--- config.mk ---
export PLATFORM = sky130hd
export DESIGN_NAME = wb_master_bridge_flat
export DESIGN_NICKNAME = d
export VERILOG_FILES = /design/src/rtl/wb_master_bridge_if.sv /design/src/rtl/wb_master_bridge.sv /design/src/flat_wrapper.sv
export SDC_FILE = /design/constraint.sdc
export NUM_CORES = 1
export LEC_CHECK = 0
export CAP_MARGIN = 15
export CORE_MARGIN = 2
export CORE_UTILIZATION = 32
export DETAILED_ROUTE_END_ITERATION = 7
export DONT_BUFFER_PORTS = 1
export GPL_ROUTABILITY_DRIVEN = 0
export MAX_ROUTING_LAYER = met4
export PLACE_DENSITY_LB_ADDON = 0.08
export SLEW_MARGIN = 0
export SYNTH_ARGS = -nofsm -noshare
export SYNTH_HDL_FRONTEND = slang
export SYNTH_SLANG_ARGS = --single-unit
export TNS_END_PERCENT = 50
--- constraint.sdc ---
create_clock -name clk -period 5.01 [get_ports clk]
set_input_delay 0 -clock clk [delete_from_list [all_inputs] [get_ports clk]]
set_output_delay 0 -clock clk [all_outputs]
set_load 0.01 [all_outputs]
--- src/rtl/wb_master_bridge_if.sv ---
// Command/response streams and Wishbone classic bus seen by wb_master_bridge.
// The master modport is the bridge's view; the slave modport is the environment's view.
interface wb_master_bridge_if #(
    parameter int unsigned ADR_W = 32,
    parameter int unsigned DAT_W = 32
);
    logic                 cmd_valid;
    logic                 cmd_ready;
    logic                 cmd_we;
    logic [ADR_W-1:0]     cmd_adr;
    logic [DAT_W-1:0]     cmd_dat;
    logic [DAT_W/8-1:0]   cmd_sel;

    logic                 rsp_valid;
    logic                 rsp_ready;
    logic [DAT_W-1:0]     rsp_dat;
    logic                 rsp_err;
    logic                 rsp_timeout;

    logic                 cyc;
    logic                 stb;
    logic                 we;
    logic [DAT_W/8-1:0]   wb_sel;
    logic [ADR_W-1:0]     adr;
    logic [DAT_W-1:0]     dat_mosi;
    logic [DAT_W-1:0]     dat_miso;
    logic                 ack;
    logic                 err;

    modport master (
        input  cmd_valid, cmd_we, cmd_adr, cmd_dat, cmd_sel, rsp_ready, dat_miso, ack, err,
        output cmd_ready, rsp_valid, rsp_dat, rsp_err, rsp_timeout,
               cyc, stb, we, wb_sel, adr, dat_mosi
    );

    modport slave (
        output cmd_valid, cmd_we, cmd_adr, cmd_dat, cmd_sel, rsp_ready, dat_miso, ack, err,
        input  cmd_ready, rsp_valid, rsp_dat, rsp_err, rsp_timeout,
               cyc, stb, we, wb_sel, adr, dat_mosi
    );
endinterface

--- src/rtl/wb_master_bridge.sv ---
// Single-outstanding Wishbone classic initiator: one command in, one bus cycle,
// one response out, with a watchdog that aborts cycles a responder never ends.
module wb_master_bridge #(
    parameter int unsigned TIMEOUT = 255,
    parameter int unsigned ADR_W   = 32,
    parameter int unsigned DAT_W   = 32
) (
    input  logic              clk,
    input  logic              rst,
    wb_master_bridge_if.master bus
);
    localparam int unsigned SEL_W = DAT_W / 8;
    localparam int unsigned CNT_W = (TIMEOUT == 0) ? 1 : $clog2(TIMEOUT + 1);

    typedef enum logic [1:0] {IDLE, BUS, RESP} state_t;

    state_t             state_q, state_d;
    logic               cmd_ready_q, cmd_ready_d;
    logic               rsp_valid_q, rsp_valid_d;
    logic [DAT_W-1:0]   rsp_dat_q, rsp_dat_d;
    logic               rsp_err_q, rsp_err_d;
    logic               rsp_timeout_q, rsp_timeout_d;
    logic               cyc_q, cyc_d;
    logic               stb_q, stb_d;
    logic               we_q, we_d;
    logic [SEL_W-1:0]   sel_q, sel_d;
    logic [ADR_W-1:0]   adr_q, adr_d;
    logic [DAT_W-1:0]   mosi_q, mosi_d;
    logic [CNT_W-1:0]   cnt_q, cnt_d;

    // State and every output register; reset is synchronous, active low.
    always_ff @(posedge clk) begin
        if (!rst) begin
            state_q       <= IDLE;
            cmd_ready_q   <= 1'b1;
            rsp_valid_q   <= 1'b0;
            rsp_dat_q     <= '0;
            rsp_err_q     <= 1'b0;
            rsp_timeout_q <= 1'b0;
            cyc_q         <= 1'b0;
            stb_q         <= 1'b0;
            we_q          <= 1'b0;
            sel_q         <= '0;
            adr_q         <= '0;
            mosi_q        <= '0;
            cnt_q         <= '0;
        end else begin
            state_q       <= state_d;
            cmd_ready_q   <= cmd_ready_d;
            rsp_valid_q   <= rsp_valid_d;
            rsp_dat_q     <= rsp_dat_d;
            rsp_err_q     <= rsp_err_d;
            rsp_timeout_q <= rsp_timeout_d;
            cyc_q         <= cyc_d;
            stb_q         <= stb_d;
            we_q          <= we_d;
            sel_q         <= sel_d;
            adr_q         <= adr_d;
            mosi_q        <= mosi_d;
            cnt_q         <= cnt_d;
        end
    end

    // Next state and next register values; everything holds unless changed.
    always_comb begin
        state_d       = state_q;
        cmd_ready_d   = cmd_ready_q;
        rsp_valid_d   = rsp_valid_q;
        rsp_dat_d     = rsp_dat_q;
        rsp_err_d     = rsp_err_q;
        rsp_timeout_d = rsp_timeout_q;
        cyc_d         = cyc_q;
        stb_d         = stb_q;
        we_d          = we_q;
        sel_d         = sel_q;
        adr_d         = adr_q;
        mosi_d        = mosi_q;
        cnt_d         = cnt_q;

        unique case (state_q)
            IDLE: begin
                if (bus.cmd_valid && cmd_ready_q) begin
                    we_d        = bus.cmd_we;
                    adr_d       = bus.cmd_adr;
                    mosi_d      = bus.cmd_dat;
                    sel_d       = bus.cmd_sel;
                    cyc_d       = 1'b1;
                    stb_d       = 1'b1;
                    cmd_ready_d = 1'b0;
                    cnt_d       = '0;
                    state_d     = BUS;
                end
            end
            BUS: begin
                // err takes priority over a simultaneous ack
                if (bus.err) begin
                    cyc_d       = 1'b0;
                    stb_d       = 1'b0;
                    rsp_err_d   = 1'b1;
                    rsp_dat_d   = '0;
                    rsp_valid_d = 1'b1;
                    state_d     = RESP;
                end else if (bus.ack) begin
                    cyc_d       = 1'b0;
                    stb_d       = 1'b0;
                    rsp_err_d   = 1'b0;
                    rsp_dat_d   = we_q ? '0 : bus.dat_miso;
                    rsp_valid_d = 1'b1;
                    state_d     = RESP;
                end else if (TIMEOUT != 0 && cnt_q == CNT_W'(TIMEOUT - 1)) begin
                    cyc_d         = 1'b0;
                    stb_d         = 1'b0;
                    rsp_timeout_d = 1'b1;
                    rsp_dat_d     = '0;
                    rsp_valid_d   = 1'b1;
                    state_d       = RESP;
                end else if (cnt_q != '1) begin
                    cnt_d = cnt_q + CNT_W'(1);
                end
            end
            RESP: begin
                if (bus.rsp_ready) begin
                    rsp_valid_d   = 1'b0;
                    rsp_err_d     = 1'b0;
                    rsp_timeout_d = 1'b0;
                    cmd_ready_d   = 1'b1;
                    state_d       = IDLE;
                end
            end
            default: state_d = IDLE;
        endcase
    end

    assign bus.cmd_ready   = cmd_ready_q;
    assign bus.rsp_valid   = rsp_valid_q;
    assign bus.rsp_dat     = rsp_dat_q;
    assign bus.rsp_err     = rsp_err_q;
    assign bus.rsp_timeout = rsp_timeout_q;
    assign bus.cyc         = cyc_q;
    assign bus.stb         = stb_q;
    assign bus.we          = we_q;
    assign bus.wb_sel      = sel_q;
    assign bus.adr         = adr_q;
    assign bus.dat_mosi    = mosi_q;
endmodule

--- src/flat_wrapper.sv ---
// flat-port wrapper written by rule: the top's interface ports become plain ports
module wb_master_bridge_flat 
#(
    parameter int unsigned TIMEOUT = 255,
    parameter int unsigned ADR_W   = 32,
    parameter int unsigned DAT_W   = 32
)
  (clk, rst, bus_cmd_valid, bus_cmd_we, bus_cmd_adr, bus_cmd_dat, bus_cmd_sel, bus_rsp_ready, bus_dat_miso, bus_ack, bus_err, bus_cmd_ready, bus_rsp_valid, bus_rsp_dat, bus_rsp_err, bus_rsp_timeout, bus_cyc, bus_stb, bus_we, bus_wb_sel, bus_adr, bus_dat_mosi);
  wb_master_bridge_if #(.ADR_W(ADR_W), .DAT_W(DAT_W)) bus_i ();
  input  logic clk;
  input  logic rst;
  input wire logic [$bits(bus_i.cmd_valid)-1:0] bus_cmd_valid;
  input wire logic [$bits(bus_i.cmd_we)-1:0] bus_cmd_we;
  input wire logic [$bits(bus_i.cmd_adr)-1:0] bus_cmd_adr;
  input wire logic [$bits(bus_i.cmd_dat)-1:0] bus_cmd_dat;
  input wire logic [$bits(bus_i.cmd_sel)-1:0] bus_cmd_sel;
  input wire logic [$bits(bus_i.rsp_ready)-1:0] bus_rsp_ready;
  input wire logic [$bits(bus_i.dat_miso)-1:0] bus_dat_miso;
  input wire logic [$bits(bus_i.ack)-1:0] bus_ack;
  input wire logic [$bits(bus_i.err)-1:0] bus_err;
  output wire logic [$bits(bus_i.cmd_ready)-1:0] bus_cmd_ready;
  output wire logic [$bits(bus_i.rsp_valid)-1:0] bus_rsp_valid;
  output wire logic [$bits(bus_i.rsp_dat)-1:0] bus_rsp_dat;
  output wire logic [$bits(bus_i.rsp_err)-1:0] bus_rsp_err;
  output wire logic [$bits(bus_i.rsp_timeout)-1:0] bus_rsp_timeout;
  output wire logic [$bits(bus_i.cyc)-1:0] bus_cyc;
  output wire logic [$bits(bus_i.stb)-1:0] bus_stb;
  output wire logic [$bits(bus_i.we)-1:0] bus_we;
  output wire logic [$bits(bus_i.wb_sel)-1:0] bus_wb_sel;
  output wire logic [$bits(bus_i.adr)-1:0] bus_adr;
  output wire logic [$bits(bus_i.dat_mosi)-1:0] bus_dat_mosi;
  assign bus_i.cmd_valid = bus_cmd_valid;
  assign bus_i.cmd_we = bus_cmd_we;
  assign bus_i.cmd_adr = bus_cmd_adr;
  assign bus_i.cmd_dat = bus_cmd_dat;
  assign bus_i.cmd_sel = bus_cmd_sel;
  assign bus_i.rsp_ready = bus_rsp_ready;
  assign bus_i.dat_miso = bus_dat_miso;
  assign bus_i.ack = bus_ack;
  assign bus_i.err = bus_err;
  assign bus_cmd_ready = bus_i.cmd_ready;
  assign bus_rsp_valid = bus_i.rsp_valid;
  assign bus_rsp_dat = bus_i.rsp_dat;
  assign bus_rsp_err = bus_i.rsp_err;
  assign bus_rsp_timeout = bus_i.rsp_timeout;
  assign bus_cyc = bus_i.cyc;
  assign bus_stb = bus_i.stb;
  assign bus_we = bus_i.we;
  assign bus_wb_sel = bus_i.wb_sel;
  assign bus_adr = bus_i.adr;
  assign bus_dat_mosi = bus_i.dat_mosi;
  wb_master_bridge #(.TIMEOUT(TIMEOUT), .ADR_W(ADR_W), .DAT_W(DAT_W)) u_core (.clk(clk), .rst(rst), .bus(bus_i));
endmodule
==> results of run 1 <==
[logic make-up after synthesis]
group / count (synthesis)
and+or+nand+nor: 209
AOI/OAI and AO/OA: 166
DFF: 116
buffers and inverters: 53
muxes: 2
adders and majority gates: 2
[cell usage after synthesis, types with 2 or more instances]
cell type	n	share of area
o21ai_0	36	0.038
inv_1	4	0.0031
a21boi_0	95	0.15
nand3_1	4	0.0042
nand2_1	147	0.12
nor3_1	2	0.0021
a21boi_1	7	0.011
nor2_1	4	0.0031
and2_1	2	0.0026
a21o_1	3	0.0047
a31oi_1	7	0.0092
buf_2	8	0.0084
clkbuf_1	32	0.025
a21oi_1	4	0.0042
dfxtp_1	116	0.49
mux2i_1	2	0.0042
ha_1	2	0.0052
nor2b_1	2	0.0026
o21a_1	3	0.0047
buf_6	8	0.019
nand3b_1	2	0.0031
nand4bb_1	2	0.0047
and3_1	5	0.0066
nand4_1	34	0.045
[metrics by stage]
stage | worst slack, ns | utilization | hold slack, ns | area [µm²] | cells
after floorplan | 3.306 | - | 0.1348 | 4766 | 548
after global placement | 2.592 | 0.3305 | 0.09871 | 4803 | 687
after detailed placement | 2.535 | 0.3305 | 0.1008 | 4803 | 687
==> metrics.txt, run 1 <==
outcome stopped before the end; Stop stage clock tree synthesis (4_1_cts); Error [ERROR RSZ-0060] Max buffer count reached.; clock buffer count from CTS 17; Post-Syn Area per Cell just under 9 µm²; hold buffer count at cts 145; initial core utilization 0.3279; Unique masters post-synth 41; clk sink count ~120; CTS root buffer clkbuf_16; row cnt 44; Die H between 100 and 150 µm; Post-Synth Simple-Gate Area 0.2006; DP HPWL approximately 8200 µm; mux contribution to synthesized area 0.004201; Die Wd 126.0 µm; Synth Instances ~550; Post-Synth Adder-Cell Area 0.005251; CTS Buffer Depth 2; number of synthesized flops with an enable pin 0; post-CTS setup buffers 0; port bufs 0; Synth Warn # 0; Synth async-reset ratio 0; Seq/Total Area, Yosys 0.4873; most common flop cell mapped by yosys dfxtp_1; dominant combinational cell family by area after synthesis compound AO/OA/AOI/OAI gates; number of synthesized register bits approximately 120; post-synthesis xor/xnor area fraction 0; Max H-tree Level 4; net count after synthesis between 600 and 700; Mapped Area about 0.0048 mm²; post-CTS sizing 0; Top Ports 214; Synth Area in Compound Gates 0.2455
==> run 2, diff against run 1 <==
--- a/config.mk
+++ b/config.mk
@@ -7,12 +7,11 @@
 export LEC_CHECK = 0
 export CAP_MARGIN = 15
 export CORE_MARGIN = 2
-export CORE_UTILIZATION = 32
+export CORE_UTILIZATION = 20
 export DETAILED_ROUTE_END_ITERATION = 7
 export DONT_BUFFER_PORTS = 1
 export GPL_ROUTABILITY_DRIVEN = 0
-export MAX_ROUTING_LAYER = met4
-export PLACE_DENSITY_LB_ADDON = 0.08
+export PLACE_DENSITY_LB_ADDON = 0.15
 export SLEW_MARGIN = 0
 export SYNTH_ARGS = -nofsm -noshare
 export SYNTH_HDL_FRONTEND = slang
==> metrics.txt, run 2 <==
outcome finished clean; Clk Latency, worst-skew pair roughly 0.41 ns; clk slew on worst S/H paths roughly 0.06 ns; Post-Syn Area per Cell ~8.7 µm²; actual slew at the worst max-slew pin roughly 0.7 ns; commonest cells in the synthesized netlist nand2_1, dfxtp_1, a21boi_0; port bufs 0; endpoints failing hold 0; GRT Total Usage 0.1170; CP Cell Sequence nor2b_2 > buf_4 > nand4_1 > dlygate4sd3_1 > a21boi_0; maximum fanout along the worst path approximately 40; WP buf/inv 2; Die H between 150 and 200 µm; worst path arrival time ~2.4 ns; row cnt 56; Leak roughly 2.3 nW; Pwr Density between 300 and 400 mW/mm²; area of the die 0.02508 mm²; Tot Pwr between 2 and 2.5 mW; nature of the critical path endpoint register; Area after DPL ~0.005 mm²; Layout Nets slightly below 800; first-pass detailed-route iteration total 4; first-pass GRT wire length about 23000 µm; worst setup margin just under 3 ns; slowest stage cell, crit path dlygate4sd3_1; Period Utilization, post-route 0.4129; global route overflow 0; Mapped Area roughly 0.0048 mm²; Synth Instances 548; vias per cell 4.367; number of synthesized register bits roughly 120; 1st-iter DRT viols 240; TritonCTS clock tree yes; clk sink count approximately 120; post-CTS setup buffers 0; net count after synthesis between 600 and 700; number of synthesized flops with an enable pin 0; Synth async-reset ratio 0; vias in the first global route 4410; Slew HR 0.5204; post-synth top area share 0.4873; commonest non-fill, non-tap cell in the layout nand2_1; Synth Warn # 0; Seq/Total Area, Yosys 0.4873; peak supply drop ~180 µV; # DRC 0; Hold WC Path Type in -> reg; area delta synth->final 46.55%; pin count of the biggest net entering global routing between 100 and 150; Crit path max-delay family buffers and inverters; Die Wd between 150 and 200 µm; setup TNS 0 ns; final instance area 0.006984 mm²; top cells by area, synth dfxtp_1, a21boi_0, nand2_1; Unique masters post-synth 41; share of layout cells above drive strength 1 0.06805; final slew viol count 0; clock buffer count from CTS 17; CTS Buffer Depth 2; FMAX 483.4 MHz; area leader, netlist dfxtp_1; n_diodes 0; RSZ-0062 raised after global routing no; Crit path required time ~5.3 ns; initial core utilization 0.2036; min cycle time layout slightly above 2 ns; most common flop cell mapped by yosys dfxtp_1; Avg WL per Cell approximately 15 µm; Top Ports about 210; Core Footprint 0.02340 mm²; top-count cell post-synth nand2_1; CTS root buffer clkbuf_16; Post-Place Worst Slack approximately 3 ns; crit-path max cell delay around 0.59 ns; Max Clock Skew just over 0.007 ns; CP Launch Type register; vias post-DR ~4300; initial antenna violation count 0; max_cap viols 0; number of routed nets with antenna violations 0; total wire length roughly 15000 µm; most frequent cells in the layout nand2_1, dlygate4sd3_1, dfxtp_1; Setup Crit Path Kind reg -> reg; Setup-failing EPs final 0; Max H-tree Level 4; DP HPWL slightly below 9000 µm
## run 2: power breakdown
| group | switching (mW) | internal (mW) | leakage, nW |
|---|---|---|---|
| clock network | 0.467 | 0.739 | 0.274 |
| logic | 0.131 | 0.118 | 1.11 |
| registers | 0.0610 | 0.971 | 0.945 |
## run 2: what timing repair did
item,in CTS,in global routing
setup endpoints to repair,0,0
gates resized for setup,0,0
hold buffers,139,0
hold endpoints to repair,116,0
## run 2: worst paths after layout
kind / from / end / slack [ns] / cells past startpoint
max: u_core.state_q[0] / u_core.bus.rsp_dat[30] / 2.94 / 5
min: rst / u_core.cnt_q[4] / 0.04 / 2
max reg2reg: u_core.state_q[0] / u_core.bus.rsp_dat[30] / 2.94 / 5
min reg2reg: u_core.cnt_q[7] / u_core.cnt_q[7] / 0.50 / 1
## run 2: area by class of cell
class                   count  area (µm²)
clock buffers              19       432.9
flip-flops and latches    116        2322
well taps                 319       399.1
fillers                  2499       16420
repair buffers            145        1464
clock inverters            13       152.6
inverters                   4       15.01
multi-input cells         379        2198
## run 2: stage by stage
step,hold WS (ns),cells,utilization
3_3_place_gp,0.1203,824,0.2128
4_1_cts,0.01914,995,0.2984
6_report,0.04116,995,0.2984
5_1_grt,0.04991,995,0.2984
3_5_place_dp,0.1320,824,0.2128
2_1_floorplan,0.1348,548,-
## run 2: logic make-up after synthesis
kind of cell,synth area share
simple gates,0.2006
mux,0.004201
fa+ha+maj,0.005250
compound gates,0.2455
flops,0.4873
buf+inv,0.05723
## run 2: worst reg2reg max path: stages (launching register included)
cell and delay, ns:
dfxtp_1 0.45, nor2b_2 0.18, buf_4 0.40, nand4_1 0.18, dlygate4sd3_1 0.59, a21boi_0 0.19
## run 2: layer usage
| metal | GRT usage | part of all wire | vias to the layer above |
|---|---|---|---|
| met3 | 0.05144 | 0.090 | 8 |
| li1 | - | - | 2133 |
| met5 | 0 | 0 | - |
| met2 | 0.2054 | 0.49 | 145 |
| met4 | 0.03818 | 0.0097 | 0 |
| met1 | 0.1261 | 0.41 | 2059 |
(Power assumes the default switching activity.)
